**src/rtl/dualportram_arb_pkg.sv**
```systemverilog
// Shared constants and helpers for the dualportram port-A arbiter.
//   READ_LATENCY : edges from the request handshake to the rvalid strobe
//   clog2()      : index width for a requester count
package dualportram_arb_pkg;

  localparam int READ_LATENCY = 2;

  function automatic int clog2(input int n);
    int r;
    r = 0;
    for (int i = 0; i < 31; i++) begin
      if ((1 << i) < n) r = i + 1;
    end
    return r;
  endfunction

endpackage

```
**src/rtl/rr_arbiter.sv**
```systemverilog
// Round-robin arbiter with a rotating priority pointer.
//   clk, reset : clock, synchronous active-high reset (pointer -> 0)
//   i_req      : request vector, one bit per requester
//   i_advance  : a grant was taken this cycle; move the pointer past the winner
//   o_gnt      : one-hot (or zero) grant, forced to zero while reset is high
module rr_arbiter
  import dualportram_arb_pkg::*;
#(
  parameter int NREQ = 4
) (
  input  logic            clk,
  input  logic            reset,
  input  logic [NREQ-1:0] i_req,
  input  logic            i_advance,
  output logic [NREQ-1:0] o_gnt
);

  localparam int PW = clog2(NREQ);

  logic [PW-1:0]   r_ptr;
  logic [PW-1:0]   w_ptr_next;
  logic [NREQ-1:0] w_mask;
  logic [NREQ-1:0] w_masked;
  logic [NREQ-1:0] w_pick;
  logic [NREQ-1:0] w_gnt;

  // Requesters at or above the pointer are scanned first; if none of them
  // asks, the scan wraps to the lowest requesting index.
  always_comb begin
    w_mask = '0;
    for (int i = 0; i < NREQ; i++) begin
      w_mask[i] = (PW'(i) >= r_ptr);
    end
  end

  assign w_masked = i_req & w_mask;
  assign w_pick   = (|w_masked) ? w_masked : i_req;
  // Isolate the lowest set bit of the chosen vector.
  assign w_gnt    = w_pick & (~w_pick + NREQ'(1));
  assign o_gnt    = reset ? '0 : w_gnt;

  always_comb begin
    w_ptr_next = r_ptr;
    for (int i = 0; i < NREQ; i++) begin
      if (w_gnt[i]) w_ptr_next = (i == NREQ - 1) ? '0 : PW'(i + 1);
    end
  end

  always_ff @(posedge clk) begin
    if (reset) begin
      r_ptr <= '0;
    end else if (i_advance) begin
      r_ptr <= w_ptr_next;
    end
  end

endmodule

```
**src/rtl/dualportram_port_arbiter.sv**
```systemverilog
// Shares port A of a dualportram among NREQ requesters.
//   clk, reset     : clock, synchronous active-high reset
//   req/req_we     : per-requester valid and write flag
//   req_address    : flattened 32-bit addresses, requester i at [32*i +: 32]
//   req_din        : flattened write data, requester i at [WIDTH*i +: WIDTH]
//   gnt            : combinational ready, one-hot or zero
//   rvalid/rdata   : read response strobe per requester, shared read data
//   oob_err        : sticky flag, set by any access at/above ram_length
//   ram_*          : registered command to the RAM, ram_dout/ram_length back
//
// Handshake: requester i is accepted at a rising edge where req[i] and gnt[i]
// are both 1. Until then it holds req and payload steady; dropping req before
// acceptance withdraws the request. gnt never depends on req_we/req_address.
module dualportram_port_arbiter
  import dualportram_arb_pkg::*;
#(
  parameter int NREQ  = 4,
  parameter int WIDTH = 32
) (
  input  logic                  clk,
  input  logic                  reset,
  input  logic [NREQ-1:0]       req,
  input  logic [NREQ-1:0]       req_we,
  input  logic [NREQ*32-1:0]    req_address,
  input  logic [NREQ*WIDTH-1:0] req_din,
  output logic [NREQ-1:0]       gnt,
  output logic [NREQ-1:0]       rvalid,
  output logic [WIDTH-1:0]      rdata,
  output logic                  oob_err,
  output logic                  ram_we,
  output logic                  ram_oe,
  output logic [31:0]           ram_address,
  output logic [WIDTH-1:0]      ram_din,
  input  logic [WIDTH-1:0]      ram_dout,
  input  logic [31:0]           ram_length
);

  logic [NREQ-1:0]  w_gnt;
  logic             w_accept;
  logic             w_sel_we;
  logic [31:0]      w_sel_addr;
  logic [WIDTH-1:0] w_sel_din;
  logic             w_in_range;

  logic             r_ram_we;
  logic             r_ram_oe;
  logic [31:0]      r_ram_address;
  logic [WIDTH-1:0] r_ram_din;
  logic             r_oob_err;
  // Read response pipeline: one-hot owner (zero = empty slot) and OOB bit.
  logic [NREQ-1:0]  r_pipe_owner [READ_LATENCY];
  logic             r_pipe_oob   [READ_LATENCY];

  rr_arbiter #(.NREQ(NREQ)) u_rr (
    .clk       (clk),
    .reset     (reset),
    .i_req     (req),
    .i_advance (w_accept),
    .o_gnt     (w_gnt)
  );

  assign gnt      = w_gnt;
  assign w_accept = |(req & w_gnt);

  always_comb begin
    w_sel_we   = 1'b0;
    w_sel_addr = '0;
    w_sel_din  = '0;
    for (int i = 0; i < NREQ; i++) begin
      if (w_gnt[i]) begin
        w_sel_we   = req_we[i];
        w_sel_addr = req_address[32*i +: 32];
        w_sel_din  = req_din[WIDTH*i +: WIDTH];
      end
    end
  end

  assign w_in_range = (w_sel_addr < ram_length);

  always_ff @(posedge clk) begin
    if (reset) begin
      r_ram_we      <= 1'b0;
      r_ram_oe      <= 1'b0;
      r_ram_address <= '0;
      r_ram_din     <= '0;
      r_oob_err     <= 1'b0;
      for (int s = 0; s < READ_LATENCY; s++) begin
        r_pipe_owner[s] <= '0;
        r_pipe_oob[s]   <= 1'b0;
      end
    end else begin
      // Out-of-range accesses are accepted but never reach the RAM.
      r_ram_we <= w_accept & w_sel_we & w_in_range;
      r_ram_oe <= w_accept & ~w_sel_we & w_in_range;
      if (w_accept) begin
        r_ram_address <= w_sel_addr;
        r_ram_din     <= w_sel_din;
      end
      if (w_accept && !w_in_range) r_oob_err <= 1'b1;
      // Out-of-range reads still get a response so the requester is not left waiting.
      r_pipe_owner[0] <= (w_accept && !w_sel_we) ? w_gnt : '0;
      r_pipe_oob[0]   <= ~w_in_range;
      for (int s = 1; s < READ_LATENCY; s++) begin
        r_pipe_owner[s] <= r_pipe_owner[s-1];
        r_pipe_oob[s]   <= r_pipe_oob[s-1];
      end
    end
  end

  assign ram_we      = r_ram_we;
  assign ram_oe      = r_ram_oe;
  assign ram_address = r_ram_address;
  assign ram_din     = r_ram_din;
  assign oob_err     = r_oob_err;
  assign rvalid      = r_pipe_owner[READ_LATENCY-1];
  // ram_dout is registered inside the RAM, so it lines up with the last stage.
  assign rdata       = r_pipe_oob[READ_LATENCY-1] ? '0 : ram_dout;

endmodule

```
**config.mk**
```make
export PLATFORM = sky130hd
export DESIGN_NAME = dualportram_port_arbiter
export DESIGN_NICKNAME = d
export VERILOG_FILES = /design/src/rtl/dualportram_arb_pkg.sv /design/src/rtl/rr_arbiter.sv /design/src/rtl/dualportram_port_arbiter.sv
export SDC_FILE = /design/constraint.sdc
export NUM_CORES = 1
export LEC_CHECK = 0
export CAP_MARGIN = 0
export CORE_AREA = 8 8 166 168
export CTS_BUF_LIST = sky130_fd_sc_hd__clkbuf_4
export DETAILED_ROUTE_END_ITERATION = 10
export DIE_AREA = 0 0 174 176
export GPL_TIMING_DRIVEN = 0
export PLACE_DENSITY_LB_ADDON = 0.2
export SLEW_MARGIN = 30
export SYNTH_ARGS = -nofsm -noshare
export SYNTH_HDL_FRONTEND = slang
export SYNTH_SLANG_ARGS = --single-unit
```
**constraint.sdc**
```tcl
create_clock -name clk -period 13.5 [get_ports clk]
set_clock_uncertainty 0.15 [all_clocks]
set_input_delay 4.05 -clock clk [delete_from_list [all_inputs] [get_ports clk]]
set_output_delay 4.05 -clock clk [all_outputs]
set_load 0.02 [all_outputs]
```
Yosys cells after proc, flatten, opt, wreduce, memory -nomap -nowiden
Memory sizes are Yosys's and may differ from the RTL's.
Cells that the tools add are included.
{"block": "totals", "regBits": 69, "ram_bits": 10, "input_bits": 330, "out_inout_bits": 107, "elab_cells": 63, "memories": 2}
{"name": "r_pipe_owner", "depth": 2, "word_bits": 4, "rd": 2, "rd_ports_with_merged_regs": 0, "wr": 2, "line_no": "dualportram_port_arbiter.sv:51", "text": "logic [NREQ-1:0] r_pipe_owner [READ_LATENCY];"}
{"name": "r_pipe_oob", "depth": 2, "word_bits": 1, "rd": 2, "rd_ports_with_merged_regs": 0, "wr": 2, "line_no": "dualportram_port_arbiter.sv:52", "text": "logic r_pipe_oob [READ_LATENCY];"}
{"block": "op_classes", "n_addsub": 1, "order_cmp": 5, "muxes": 27, "bitwise_logic": 14, "reduce_logical": 8}
{"operator": "32-bit 2-to-1 mux", "n": 9}
{"operator": "32-bit < comparator", "n": 1}
{"operator": "4-bit 2-to-1 mux", "n": 5}
{"operator": "4-bit bitwise AND", "n": 3}
{"operator": "1-bit 2-to-1 mux", "n": 9}
{"operator": "2-bit 2-to-1 mux", "n": 4}
{"operator": "4-bit OR reduction", "n": 2}
{"operator": "4-bit by 1-bit adder with 4-bit output (second input constant)", "n": 1}
{"operator": "1-bit bitwise AND", "n": 4}
{"operator": "1-bit by 2-bit greater-or-equal comparator with 1-bit output (first input constant)", "n": 2}
{"operator": "2-bit greater-or-equal comparator (first input constant)", "n": 2}
{"operator": "4-bit NOT", "n": 1}
{"operator": "1-bit bitwise OR", "n": 4}
{"operator": "4-bit nonzero test", "n": 1}
{"operator": "1-bit logical AND", "n": 2}
{"operator": "1-bit zero test", "n": 2}
{"operator": "1-bit NOT", "n": 2}
{"operator": "2-bit AND reduction", "n": 1}

Depth between registers and ports, before layout
Gate-level depths: netlist of the first run.
{"block": "logic_depth", "depth_word": 16, "ltp_mapped": 15, "depth_no_buf": 12}

By module
From an unflattened synthesis of the first run, not the netlist that was laid out.
{"block": "unflattened", "cells_unflattened": 773, "hier_area_um2": 5681.7}
{"mod": "dualportram_port_arbiter", "instances": 1, "cells_each": 734, "area_each_um2": 5383.9, "seq_area_each_um2": 1541.5}
{"mod": "rr_arbiter", "instances": 1, "cells_each": 39, "area_each_um2": 297.8, "seq_area_each_um2": 40.0}

Least setup slack after synthesis of the first run
Ideal clock, no wire load.
{"block": "synth_timing", "path_kind": "input to output", "start": "input port req[0]", "end": "output port gnt[3]", "arrival_ns": 5.257, "required_time_ns": 9.300, "slack_ns": 4.043, "stages": 6, "path_buffers": 3, "cell_sequence": "buf_2 > nand2b_1 > a21oi_1 > nor3_1 > clkbuf_1 > clkbuf_1"}
{"block": "synth_between", "elab_chain_cells": 7}
{"item": "from (decl)", "line_no": "dualportram_port_arbiter.sv:22", "text": "input logic [NREQ-1:0] req,"}
{"item": "4-bit bitwise AND", "line_no": "rr_arbiter.sv:36", "text": "assign w_masked = i_req & w_mask;"}
{"item": "4-bit OR reduction", "line_no": "rr_arbiter.sv:37", "text": "assign w_pick = (|w_masked) ? w_masked : i_req;"}
{"item": "4-bit 2-to-1 mux (*)", "line_no": "rr_arbiter.sv:37"}
{"item": "4-bit NOT", "line_no": "rr_arbiter.sv:39", "text": "assign w_gnt = w_pick & (~w_pick + NREQ'(1));"}
{"item": "4-bit by 1-bit adder with 4-bit output", "line_no": "rr_arbiter.sv:39"}
{"item": "4-bit bitwise AND (*)", "line_no": "rr_arbiter.sv:39"}
{"item": "4-bit 2-to-1 mux (*)", "line_no": "rr_arbiter.sv:40", "text": "assign o_gnt = reset ? '0 : w_gnt;"}
{"item": "to (decl)", "line_no": "dualportram_port_arbiter.sv:26", "text": "output logic [NREQ-1:0] gnt,"}
Mark *: on every way between the ends. The rest lies on a longest branch, timed or not.

Worst setup path after layout of the first run
{"block": "layout_timing", "start": "input port req[3]", "end": "output port gnt[3]"}
Same word-level chain as after synthesis.

==> results.cfg, run 1 <==
[run]
drv_cap = 0

[yosys]
syn_area_um2 = 5151
synth_edf_count = 0
ys_warn_count = 0
ys_ff_latch = 79
synth_area_leaders = dfxtp_1 (31%), a22oi_1 (9.5%), ha_1 (7.5%)
yosysMostFrequentCell = dfxtp_1
synth_fp_nets = 1029
async_reset_ff_frac = 0
synth_top_area_frac = 0.3070
synth_cells = 668
ys.flop_type = dfxtp_1
yosysUniqueCellTypes = 48
synth.avg_cell_area_um2 = 7.711
netlist_top_cells_count = dfxtp_1 (79), nand2_1 (74), o21ai_0 (70)
ys_seq_area_frac = 0.3070
yosysTopAreaCell = dfxtp_1

[die]
initial_core_util = 0.2076
die_area_um2 = 30620
io_pins = 437
core_region_area_um2 = 24820
dieWidth_um = 174
die_height_um = 176
std_cell_rows = 58

[grt]
grt.overflow.total = 0
track_usage = 0.1858
grt_max_degree = 14
grt_pass1_wl_um = 44210
antenna_found_initial = 3
grt_pass1_vias = 7269

[sta]
finalMaxSlewViolations = 0
relSlewSlack = 0.3709
timing.final.crit_share = 0.8390
layout_min_cycle_time_ns = 11.33
max_freq_mhz = 88.29
setup_slack_ns = 2.174
tightest_slew_ns = 0.9436
final-hold-violation-count = 0
setup_viol = 0
rsz0062_at_grt = no
setup_tns_ns = 0

[layout]
finish.instance_area_um2 = 10080
final_core_util = 0.4060
drive_above_1_share = 0.03491
area_growth_pct = 95.60
fin_nets = 1473

[place]
hpwl_um = 24930
port_buffers = 433
dp_slack_ns = 2.237
gp_congestion = 0.8364
place_area_um2 = 9907

[power_and_ir_drop]
power_density_nw_per_um2 = 78.35
p_leak_nw = 3.932
ir_drop_uv = 49.02

[detailed_routing]
vias = 6895
wl_um = 29960
wl_per_cell_um = 20.68
detail_route.vias_per_cell = 4.758
drtIter0Drc = 332
drc = 0
ant_nets = 0
drt-pass1-iter-count = 4

[clock_network]
cts_tree = built
htree_levels = 3
clock-root-buffer = clkbuf_4
postCtsSetupBuffers = 0
cts.sinks = 79
cts.clk_slew.worst_paths_ns = 0.13
clockBufferDepth = 2
numCtsBuffers = 9
clk_latency_ns = 0.44
ctsResizeCount = 0
cts_hold_buf = 0

[critical_path]
reg2reg_from = u_rr.r_ptr[1]
reg2reg_depth = 13
worstPathRequired_ns = 9.30
r2r_slack_ns = 9.03
critPathKind = in -> out
startpoint_type = primary input
end_kind = primary output
r2r_end = ram_we
crit_fanout = 10
cp_data_arrival_time_ns = 7.13

[hold_path]
hp-start = r_pipe_oob[0][0]
whs_endpoint = r_pipe_oob[0][1]
holdPathStages = 1
hp-class = reg -> reg

[outcome]
status = finished clean
[state kept, by name (all words and copies together) (netlist names)]
signal / count
oob_err: 1
r_pipe_oob: 2
r_pipe_owner: 8
ram_address: 32
ram_din: 32
ram_oe: 1
ram_we: 1
u_rr.r_ptr: 2
[worst max-delay path by stage]
stage                     depth (start not counted)      to  slack (ns)   start
after global placement                            6  gnt[3]        2.27  req[3]
after floorplan                                   6  gnt[3]        4.04  req[0]
after CTS                                         6  gnt[3]        2.22  req[3]
after detailed placement                          6  gnt[3]        2.24  req[3]
final                                             6  gnt[3]        2.17  req[3]
after global routing                              6  gnt[3]        1.98  req[3]
[critical path, cell delays in order]
cell	delay, ns
clkdlybuf4s50_1	0.67
o21ai_0	0.22
nor3_1	0.21
clkbuf_1	0.74
clkbuf_1	0.51
clkdlybuf4s50_1	0.72
[power by group]
group          total (mW)  internal [mW]  switching [mW]  leakage, nW
Sequential          0.267          0.256          0.0115        0.650
Combinational       0.349          0.187           0.163         3.19
Clock               0.173         0.0797          0.0936       0.0875
[routing by layer]
layer  wire [µm]  part of all wire  vias up  global-route usage
li1            -                 -     3367                   -
met1       12450              0.42     3201              0.2171
met2       15010              0.50      292              0.3298
met3        1881             0.063       33             0.04572
met4         601             0.020        2             0.05878
met5          13           0.00043        -                   0
[placed cells by master (no fill, tap or decap), types with 5 or more instances in the layout]
cell type / synthesis / final
clkdlybuf4s50_1: 0 / 433
dfxtp_1: 79 / 79
nand2_1: 74 / 74
o21ai_0: 70 / 70
a22oi_1: 65 / 65
a21oi_1: 54 / 54
clkbuf_1: 43 / 43
nor2b_1: 42 / 42
inv_1: 38 / 38
a221oi_1: 32 / 32
a31oi_1: 31 / 31
a21o_1: 31 / 31
ha_1: 31 / 31
nor2_1: 15 / 15
clkbuf_4: 0 / 11
buf_2: 10 / 10
buf_4: 5 / 5
nor3_1: 5 / 5
nand4_1: 5 / 5
[stage by stage]
step           total power, mW  cells  hold slack (ns)
6_report                0.7895   1449           0.3028
5_1_grt                 0.8400   1449           0.3187
4_1_cts                 0.8021   1447           0.3053
3_5_place_dp            0.6232   1431           0.2745
3_3_place_gp            0.6221   1431           0.2703
2_1_floorplan           0.4213    668           0.2638
[cell families after synthesis]
| group | synth area share |
|---|---|
| AO/OA/AOI/OAI | 0.3935 |
| buffers and inverters | 0.07894 |
| flip-flops | 0.3070 |
| adder cells (fa/ha/maj) | 0.07530 |
| AND/OR/NAND/NOR | 0.1453 |
[layout make-up]
class / count / area (µm²)
clock inverters: 5 / 81.33
inverters: 38 / 142.6
clock buffers: 11 / 82.58
fillers: 2615 / 14740
diodes: 2 / 5.005
repair buffers: 433 / 4334
multi-input cells: 491 / 3172
flip-flops and latches: 79 / 1582
plain buffers: 60 / 264.0
well taps: 330 / 412.9
Power figures use the tool's default switching activity.
==> run 2: changes to the inputs <==
- CORE_AREA: 8 8 166 168 -> 8 8 163 165
- DIE_AREA: 0 0 174 176 -> 0 0 171 173
- clock period: 13.5 -> 11.1 ns (I/O delays scaled with it)
==> run 2 against run 1 <==
Against the previous run:
- via count is 0.29% lower
- non-clock buffer count stayed put
- sequential share of layout area hardly changed
- sequential power is 22% higher
- clock power is 25% higher
- highest routed layer is now met4
==> results.cfg, run 2 (synthesis gave the netlist of run 1 again) <==
[clock_network]
cts_hold_buf = 0
cts.sinks = 79
numCtsBuffers = 9
clk_latency_ns = 0.45
clockBufferDepth = 2
htree_levels = 3
ctsResizeCount = 0
clock-root-buffer = clkbuf_4
cts_tree = built
cts.clk_slew.worst_paths_ns = 0.15
postCtsSetupBuffers = 0

[grt]
antenna_found_initial = 2
grt_pass1_vias = 7117
grt.overflow.total = 0
grt_pass1_wl_um = 42840
grt_max_degree = 15
track_usage = 0.1912

[power_and_ir_drop]
p_seq_frac = 0.336
power_density_nw_per_um2 = 95.94
combinationalPowerShare = 0.440
ir_drop_uv = 50.40
netSwitchingFraction = 0.3448
p_sw_mw = 0.3332
internal-power_mw = 0.6332
p_leak_nw = 3.931
p_total_mw = 0.9665
pwr-share-clk = 0.224

[sta]
max_freq_mhz = 102.8
setup_viol = 0
tightest_slew_ns = 0.8684
setup_slack_ns = 1.372
timing.final.crit_share = 0.8764
layout_min_cycle_time_ns = 9.728
setup_tns_ns = 0
relSlewSlack = 0.4149
finalMaxSlewViolations = 0
final-hold-violation-count = 0
rsz0062_at_grt = no

[critical_path]
r2r_end = oob_err
r2r_slack_ns = 6.51
crit_fanout = 10
worstPathRequired_ns = 7.62
cp_data_arrival_time_ns = 6.25
reg2reg_from = u_rr.r_ptr[0]
crit_chain = clkdlybuf4s50_1 -> o21ai_0 -> nor3_1 -> clkbuf_1 -> clkbuf_1 -> clkdlybuf4s50_1
critPathKind = in -> out
startpoint_type = primary input
reg2reg_depth = 12
end_kind = primary output
critPathSlowestCell = clkdlybuf4s50_1
slowest_delay_ns = 0.73

[hold_path]
hp-class = reg -> reg
holdPathStages = 1
hp-start = r_pipe_owner[0][3]
whs_endpoint = r_pipe_owner[0][7]

[die]
die_height_um = 173
std_cell_rows = 57
die_area_um2 = 29580
io_pins = 437
initial_core_util = 0.2150
dieWidth_um = 171
core_region_area_um2 = 23960

[place]
port_buffers = 433
dp_slack_ns = 1.198
place_area_um2 = 9899
placedCellCount = 1425
gp_congestion = 0.8738
hpwl_um = 24870

[detailed_routing]
vias = 6875
detail_route.vias_per_cell = 4.764
wl_um = 29870
drtIter0Drc = 375
wl_per_cell_um = 20.70
drc = 0
drt-pass1-iter-count = 5
ant_nets = 0

[layout]
area_growth_pct = 95.55
fillers = 2527
drive_above_1_share = 0.03491
fin_nets = 1473
layout_common_cells = clkdlybuf4s50_1 (433), dfxtp_1 (79), nand2_1 (74)
final_common_cell = clkdlybuf4s50_1
final_cells = 1443
finish.instance_area_um2 = 10070

[outcome]
status = finished clean

[run]
drv_cap = 0
[run 2: changes by cell type in the layout (fill, tap and decap cells not counted), sizes merged]
cell and change:
clkinv +1, clkbuf -1
[run 2: layout make-up]
cell class,instances,area [µm²],share of cell area
repair buffers,433,4334,0.4303
multi-input cells,491,3172,0.3149
flip-flops and latches,79,1582,0.1570
well taps,324,405.4,0.04024
plain buffers,60,264.0,0.02621
inverters,38,142.6,0.01416
clock inverters,6,93.84,0.009316
clock buffers,10,75.07,0.007452
diodes,2,5.005,0.0004968
[run 2: how the worst max path moves through the flow]
| stage | from | end | slack, ns |
|---|---|---|---|
| 2_1_floorplan | req[0] | gnt[3] | 3.08 |
| 3_3_place_gp | req[3] | gnt[3] | 1.30 |
| 3_5_place_dp | req[3] | gnt[3] | 1.20 |
| 4_1_cts | req[3] | gnt[3] | 1.22 |
| 5_1_grt | req[3] | gnt[3] | 1.05 |
| 6_report | req[3] | gnt[3] | 1.37 |
[run 2: per-layer routing]
metal,up-vias,wire length [µm],GRT usage
met2,294,15250,0.3496
met1,3185,11680,0.2113
met5,-,0,0
met3,31,2335,0.04714
li1,3365,-,-
met4,0,606,0.06089
[run 2: stage by stage]
stage,utilization,hold slack [ns]
6_report,0.4204,0.3011
5_1_grt,0.4204,0.3172
3_5_place_dp,0.4131,0.2726
4_1_cts,0.4202,0.3023
2_1_floorplan,-,0.2638
3_3_place_gp,0.4128,0.2776
[run 2: power groups by stage]
stage	registers [mW]	logic, mW	clock network [mW]
2_1_floorplan	0.360	0.153	0
3_3_place_gp	0.330	0.427	0
3_5_place_dp	0.331	0.429	0
4_1_cts	0.325	0.430	0.227
5_1_grt	0.329	0.460	0.235
6_report	0.325	0.425	0.217
[run 2: worst max-delay path, delay by kind of cell]
kind / cells / cell delay [ns]
AOI/OAI and AO/OA: 1 / 0.23
buffers and inverters: 4 / 2.47
and+or+nand+nor: 1 / 0.21
